<file path="config.mk">
export PLATFORM = sky130hd
export DESIGN_NAME = fifo_write_arbiter
export DESIGN_NICKNAME = d
export VERILOG_FILES = /design/src/rtl/fifo_write_arbiter_pkg.sv /design/src/rtl/fifo_write_arbiter_rr_pick.sv /design/src/rtl/fifo_write_arbiter.sv
export SDC_FILE = /design/constraint.sdc
export NUM_CORES = 1
export LEC_CHECK = 0
export ABC_AREA = 1
export BUFFER_PORTS_ARGS = -buffer_cell sky130_fd_sc_hd__buf_2
export CELL_PAD_IN_SITES_DETAIL_PLACEMENT = 0
export CELL_PAD_IN_SITES_GLOBAL_PLACEMENT = 1
export CORE_MARGIN = 4
export CORE_UTILIZATION = 32
export DETAILED_ROUTE_END_ITERATION = 16
export PLACE_DENSITY_LB_ADDON = 0.3
export SLEW_MARGIN = 25
export SYNTH_ARGS = -nofsm -noshare
export SYNTH_HDL_FRONTEND = slang
export SYNTH_HIERARCHICAL = 1
export SYNTH_SLANG_ARGS = --single-unit
</file>
<file path="constraint.sdc">
create_clock -name clock -period 2.6 [get_ports clock]
set_input_delay 0.26 -clock clock [delete_from_list [all_inputs] [get_ports clock]]
set_output_delay 0.26 -clock clock [all_outputs]
set_load 0.01 [all_outputs]
</file>
<file path="src/rtl/fifo_write_arbiter_pkg.sv">
// Shared types and helpers for the FIFO write arbiter: FSM state, level width and the
// round-robin search used by rr_pick.
package fifo_write_arbiter_pkg;

   typedef enum logic [0:0] {IDLE = 1'b0, OWN = 1'b1} state_t;

   localparam int rr_max = 32;

   function automatic int level_width(input int depth);
      return $clog2(depth) + 1;
   endfunction

   // First set bit after 'last', wrapping at n; -1 when nothing requests.
   function automatic int rr_next(input logic [rr_max-1:0] req, input int n, input int last);
      int pick;
      int idx;
      pick = -1;
      for (int k = 1; k <= rr_max; k++) begin
         idx = last + k;
         if (idx >= n) idx = idx - n;
         if (k <= n && pick < 0 && req[idx[4:0]]) pick = idx;
      end
      return pick;
   endfunction

endpackage

</file>
<file path="src/rtl/fifo_write_arbiter_rr_pick.sv">
// Combinational round-robin selector: first requester after last_owner, with wrap.
module rr_pick
   import fifo_write_arbiter_pkg::*;
#(
   parameter int num_requesters = 4
) (
   input  logic [num_requesters-1:0]         req,
   input  logic [$clog2(num_requesters)-1:0] last_owner,
   output logic                              found,
   output logic [$clog2(num_requesters)-1:0] index
);

   localparam int iw = $clog2(num_requesters);

   logic [rr_max-1:0] req_ext;
   int                pick;

   always_comb begin
      req_ext                      = '0;
      req_ext[num_requesters-1:0]  = req;
      pick                         = rr_next(req_ext, num_requesters, int'(last_owner));
      found                        = (pick >= 0);
      index                        = pick[iw-1:0];
   end

endmodule

</file>
<file path="src/rtl/fifo_write_arbiter.sv">
// Round-robin owner of a generic_fifo write port; ack is combinational, write lands one cycle
// after ack, and ack is held off while the private level count leaves no room.
module fifo_write_arbiter
   import fifo_write_arbiter_pkg::*;
#(
   parameter int num_requesters = 4,
   parameter int data_width     = 16,
   parameter int data_depth     = 256,
   parameter int max_burst      = 8
) (
   input  logic                                 clock,
   input  logic                                 reset,
   input  logic [num_requesters-1:0]            req,
   input  logic [num_requesters*data_width-1:0] req_data,
   output logic [num_requesters-1:0]            ack,
   output logic [num_requesters-1:0]            grant,
   input  logic                                 rd_req,
   output logic                                 fifo_write_enable,
   output logic [data_width-1:0]                fifo_data_in,
   output logic                                 fifo_read_enable,
   output logic [level_width(data_depth)-1:0]   level,
   output logic                                 busy
);

   localparam int iw = $clog2(num_requesters);
   localparam int lw = level_width(data_depth);
   localparam int bw = $clog2(max_burst + 1);
   // One entry of margin so the FIFO's registered size compare never sees it full.
   localparam logic [lw:0]    space_limit = (lw + 1)'(data_depth - 1);
   localparam logic [bw-1:0]  burst_last  = bw'(max_burst);
   localparam logic [iw-1:0]  owner_reset = iw'(num_requesters - 1);

   state_t                state;
   logic [iw-1:0]         owner;
   logic [iw-1:0]         last_owner;
   logic [bw-1:0]         beats;
   logic [bw-1:0]         beats_next;
   logic                  pick_found;
   logic [iw-1:0]         pick_index;
   logic [lw:0]           level_sum;
   logic                  has_space;
   logic                  owner_req;
   logic                  accept;
   logic [data_width-1:0] owner_data;

   rr_pick #(.num_requesters(num_requesters)) u_rr_pick (
      .req        (req),
      .last_owner (last_owner),
      .found      (pick_found),
      .index      (pick_index)
   );

   always_comb begin
      level_sum  = {1'b0, level} + {{lw{1'b0}}, fifo_write_enable};
      has_space  = (level_sum < space_limit);
      owner_req  = req[owner];
      owner_data = req_data[int'(owner) * data_width +: data_width];
      accept     = (state == OWN) && owner_req && has_space;
      beats_next = beats + bw'(1);
      ack        = '0;
      if (accept) ack[owner] = 1'b1;
   end

   assign fifo_read_enable = rd_req && (level != '0);
   assign busy             = (state == OWN);

   always_ff @(posedge clock or posedge reset) begin
      if (reset) begin
         state             <= IDLE;
         owner             <= '0;
         last_owner        <= owner_reset;
         beats             <= '0;
         grant             <= '0;
         fifo_write_enable <= 1'b0;
         fifo_data_in      <= '0;
         level             <= '0;
      end else begin
         fifo_write_enable <= accept;
         if (accept) fifo_data_in <= owner_data;
         level <= level + lw'(fifo_write_enable) - lw'(fifo_read_enable);

         case (state)
            IDLE: begin
               if (pick_found) begin
                  state <= OWN;
                  owner <= pick_index;
                  beats <= '0;
                  grant <= {{(num_requesters-1){1'b0}}, 1'b1} << pick_index;
               end
            end
            OWN: begin
               if (!owner_req) begin
                  state      <= IDLE;
                  last_owner <= owner;
                  grant      <= '0;
               end else if (has_space) begin
                  beats <= beats_next;
                  if (beats_next == burst_last) begin
                     state      <= IDLE;
                     last_owner <= owner;
                     grant      <= '0;
                  end
               end
            end
            default: state <= IDLE;
         endcase
      end
   end

endmodule

</file>
# Word-level counts from Yosys, hierarchy flattened
# Cells that the tools add are included.
dict set report classes {
  addsub 12
  magnitude_cmp 15
  eq_ne 8
  n_shift 2
  mux 38
  bitwise 1
  reduce_logical 12
}
# op n
set op_table {}
lappend op_table {{32-bit 2-to-1 mux} 8}
lappend op_table {{32-bit by 4-bit >= comparator with 1-bit output (second input constant)} 4}
lappend op_table {{32-bit by 4-bit subtractor with 32-bit output (second input constant)} 4}
lappend op_table {{32-bit by 1-bit < comparator with 1-bit output (second input constant)} 3}
lappend op_table {{64-bit by 7-bit indexed part select with 16-bit output} 1}
lappend op_table {{32-bit by 1-bit >= comparator with 1-bit output (second input constant)} 1}
lappend op_table {{4-bit 2-to-1 mux} 8}
lappend op_table {{5-bit by 6-bit < comparator with 1-bit output (second input constant)} 4}
lappend op_table {{1-bit binary-select mux with 5-bit select} 4}
lappend op_table {{4-bit one-hot mux with 2 select lines} 2}
lappend op_table {{9-bit by 1-bit adder with 10-bit output} 1}
lappend op_table {{10-bit by 8-bit < comparator with 1-bit output (second input constant)} 1}
lappend op_table {{1-bit 2-to-1 mux} 10}
lappend op_table {{9-bit by 1-bit adder with 9-bit output} 1}
lappend op_table {{3-bit AND reduction} 3}
lappend op_table {{9-bit nonzero test} 1}
lappend op_table {{9-bit by 1-bit subtractor with 9-bit output} 1}
lappend op_table {{1-bit logical AND} 7}
lappend op_table {{2-bit by 2-bit adder with 3-bit output (second input constant)} 2}
lappend op_table {{2-bit 2-to-1 mux} 3}
lappend op_table {{2-bit by 1-bit != test with 1-bit output (second input constant)} 3}
lappend op_table {{2-bit by 3-bit adder with 4-bit output (second input constant)} 1}
lappend op_table {{4-bit by 1-bit adder with 4-bit output (second input constant)} 1}
lappend op_table {{4-bit equality test (second input constant)} 1}
lappend op_table {{12 further kinds} 13}
dict set report totals {
  register_bits 39
  in_bits 71
}

# Longest topological paths before layout
dict set report logic_depth {
  ltp_word 18
  depth_mapped 16
  depth_no_buf 16
}

# Hierarchy
# Netlist, hierarchy kept.
# module n_inst cells_per_inst area_per_inst_um2 seq_area_each_um2
set modules_own_cells {}
lappend modules_own_cells {fifo_write_arbiter 1 360 2710.1 978.4}
lappend modules_own_cells {rr_pick 1 55 322.8 0.0}

# Worst setup path before layout
# OpenSTA, ideal clock, no wires.
dict set report synth_path {
  path_kind {register to register}
  start {register level[6]}
  end {register level[6]}
  setup_time_ns 0.128
  t_arrival_ns 2.567
  required_ns 2.472
  setup_slack_ns -0.094
  stages_incl_launch_ff 16
  path_buffers 0
  period_less_slack_ns 2.694
  cell_sequence {dfrtp_1 > inv_1 > ha_1 > nand4_1 > o21ai_0 > inv_1 > ha_1 > inv_1 > ha_1 > inv_1 > fa_1 > inv_1 > a21oi_1 > o21ai_0 > a21oi_1 > xor2_1}
}
dict set report synth_via {
  elab_chain_cells 3
  word_cells_on_any_way 4
}
# item line_no
set synth_rtl {}
lappend synth_rtl {{from (decl)} fifo_write_arbiter.sv:21} ;# output logic [level_width(data_depth)-1:0] level,
lappend synth_rtl {{from (signal assigned)} fifo_write_arbiter.sv:80} ;# level <= level + lw'(fifo_write_enable) - lw'(fifo_read_enable);
lappend synth_rtl {{9-bit nonzero test} fifo_write_arbiter.sv:64} ;# assign fifo_read_enable = rd_req && (level != '0);
lappend synth_rtl {{1-bit logical AND} fifo_write_arbiter.sv:64}
lappend synth_rtl {{via fifo_read_enable} fifo_write_arbiter.sv:20} ;# output logic fifo_read_enable,
lappend synth_rtl {{9-bit by 1-bit subtractor with 9-bit output} fifo_write_arbiter.sv:80}
# The timed path passes the listed nets, and every way through them passes these cells.
# A chain may end at the register's enable or synchronous reset.

# Worst setup path after layout
dict set report layout_path {
  start {register level[5]}
  end {register level[6]}
}
dict set report layout_via {
  elab_chain_cells 3
  word_cells_on_any_way 4
}
# item line_no
set layout_rtl {}
lappend layout_rtl {{parallel branches: the longest is 2 deep, another holds 9-bit by 1-bit adder with 9-bit output} -}
lappend layout_rtl {{9-bit by 1-bit subtractor with 9-bit output (*)} fifo_write_arbiter.sv:80}
# Every way passes the cells marked *.

==> impl_metrics.toml <==
[cts]
root_buffer = "clkbuf_8"
postCtsHoldBufs = 0
cts.sinks = 39
cts_buffers = 5
cts_tree = "built"
clock_latency_ns = 0.29
clk_path_buf_depth = 2
htreeDepth = 2
clk_pin_slew_ns = 0.08

[layout]
layout_common_cells = "129 x nand2_1, 106 x buf_2, 74 x nand3_1, 37 x dfrtp_1, 31 x inv_1"
final_common_cell = "nand2_1"
drive_above_1_share = 0.323
final_util = 0.431
antennaDiodeCount = 0
synthToLayoutAreaGrowth_pct = 31.3
final_nets = 639

[logic_synthesis]
synth_cell_type_count = 37
synth_area_um2 = 3030
yosysSeqAreaShare = 0.323
synth_top_area_frac = 0.305
ys.warnings.count = 6
synth.area.top_cells = "dfrtp_1 31%, nand2_1 16%, nand3_1 12%, ha_1 11%, nand4_1 5.2%"
dominantRegCellSynth = "dfrtp_1"
syn-num-nets = 514
ys_async_sr_fraction = 1.00
synth_edf_count = 0
yosys.area.top_type = "dfrtp_1"
ys_ff_latch = 39
postSynthAreaPerCell_um2 = 7.31
syn_inst = 415

[drt]
dr.pass1.iters = 4
drt-total-wl_mm = 8.72
vias = 3191
postRouteAntennaNets = 0
drc = 0
vias_per_cell = 4.76
post_drt_wl_per_cell_um = 13.0
first_iter_violations = 68

[die]
start_util = 0.328
die_w_um = 105
core-area_um2 = 9240
die_h_um = 105
io_pins = 107
die_area_um2 = 11100
fp-row-count = 35

[global_routing]
antenna_found_initial = 0
grt_max_degree = 40
overflow = 0
grt_pass1_vias = 3126
grt_util_all_layers = 0.157
grt_pass1_wl_mm = 14.4

[worst_setup_path]
r2r_setup_slack_ns = 0.08
crit_path_start_kind = "flip-flop"
crit_type = "flip-flop to flip-flop"
crit_end = "level[6]"
cp_data_required_time_ns = 2.77
r2r-end = "level[6]"
cp-end-kind = "flip-flop"
cp-startpoint = "level[5]"
r2r_start = "level[5]"
ff2ff_path_depth = 15
cp_max_fo = 3
arrival_ns = 2.70

[min_path]
hold_class = "primary input to asynchronous set/reset pin"

[flow_run]
drv_cap = 0

[sta]
final.setup.tns_ns = 0
finalHoldViolCount = 0
max_slew_margin = 0.653
min_period_over_period = 0.971
rsz0062_at_grt = "true"
holdWs_ns = 0.0891
fin_crit_ns = 2.52
fin_ws_ns = 0.0760
max_slew.worst_pin.slew_ns = 0.520
final.setup_skew_ns = 0.00656
fmax_mhz = 396
maxSlewViolCount = 0
setup_violations = 0

[placement]
hpwl_mm = 6.85
place.gp.congestion = 0.797
dp_slack_ns = -0.0414
port_buffers = 106

[power_and_ir_drop]
power_density_nw_per_um2 = 1290
leakagePower_nw = 2.17
ir_drop_v = 0.000400

[outcome]
outcome = "finished clean"
-- state kept, by name (all words and copies together) (netlist names) --
| name | count |
|---|---|
| beats | 4 |
| busy | 1 |
| fifo_data_in | 16 |
| fifo_write_enable | 1 |
| grant | 4 |
| last_owner | 2 |
| level | 9 |
| owner | 2 |
-- stage by stage --
step	power (mW)	std cells	instance area, um2
final	5.12	670	3980
after global routing	5.68	670	3980
after CTS	5.04	664	3890
after detailed placement	4.52	654	3770
after global placement	4.47	654	3770
after floorplan	3.51	415	3030
-- worst min path at each step --
stage / start / to / slack (ns) / cells after the start
after floorplan: reset / beats[0] / 0.46 / 1
after global placement: reset / fifo_data_in[0] / 0.43 / 3
after detailed placement: reset / fifo_data_in[0] / 0.43 / 3
after CTS: reset / fifo_data_in[0] / 0.11 / 3
after global routing: reset / fifo_data_in[0] / 0.16 / 3
final: reset / fifo_data_in[0] / 0.09 / 3
-- power by group --
| part | switching, mW | internal [mW] |
|---|---|---|
| clock | 0.212 | 0.242 |
| combinational | 2.13 | 1.41 |
| sequential | 0.219 | 0.908 |
-- routing by layer --
metal  up-vias  track usage  routed length, um
met5         -            0                  0
met4         0       0.0525                196
met3        16       0.0478                725
met2       116        0.253               3920
met1      1434        0.200               3870
li1       1625            -                  -
-- cell type report --
type	instances	area, um2
Sequential cell	39	978
Fill cell	952	5260
Clock buffer	8	100
Inverter	43	165
Tap cell	129	161
Timing Repair Buffer	133	733
Multi-Input combinational cell	318	1840
-- timing repair --
| action | 4_1_cts | 5_1_grt |
|---|---|---|
| setup buffers | 2 | 6 |
| pin swaps | 1 | 9 |
| setup endpoints to repair | 7 | 7 |
| gates resized for setup | 1 | 17 |
-- synthesized netlist by cell type (3+ instances only) --
master	instances
a21oi_1	6
buf_6	3
clkbuf_1	9
dfrtp_1	37
ha_1	27
inv_1	37
nand2_1	129
nand3_1	74
nand4_1	25
nor2_1	18
o21ai_0	8
xnor2_1	3
xor2_1	6
-- kinds of logic (layout without fill, tap and decap cells) --
logic type | Yosys count | count (layout) | synth area share
simple gates | 260 | 260 | 0.403
buf+inv | 58 | 184 | 0.0858
flops | 39 | 39 | 0.323
fa+ha+maj | 28 | 28 | 0.118
compound gates | 21 | 21 | 0.0441
xor+xnor | 9 | 9 | 0.0260
-- critical path: stages, from the launching register on --
cell and delay (ns):
dfrtp_1 0.39, inv_2 0.09, ha_4 0.13, nand4_1 0.11, o21ai_1 0.15, inv_1 0.07, ha_1 0.26, inv_1 0.06
ha_2 0.18, inv_2 0.04, fa_2 0.39, inv_2 0.06, a21oi_2 0.05, o21ai_2 0.19, a21oi_1 0.10, xor2_1 0.15
(Power assumes the default switching activity.)
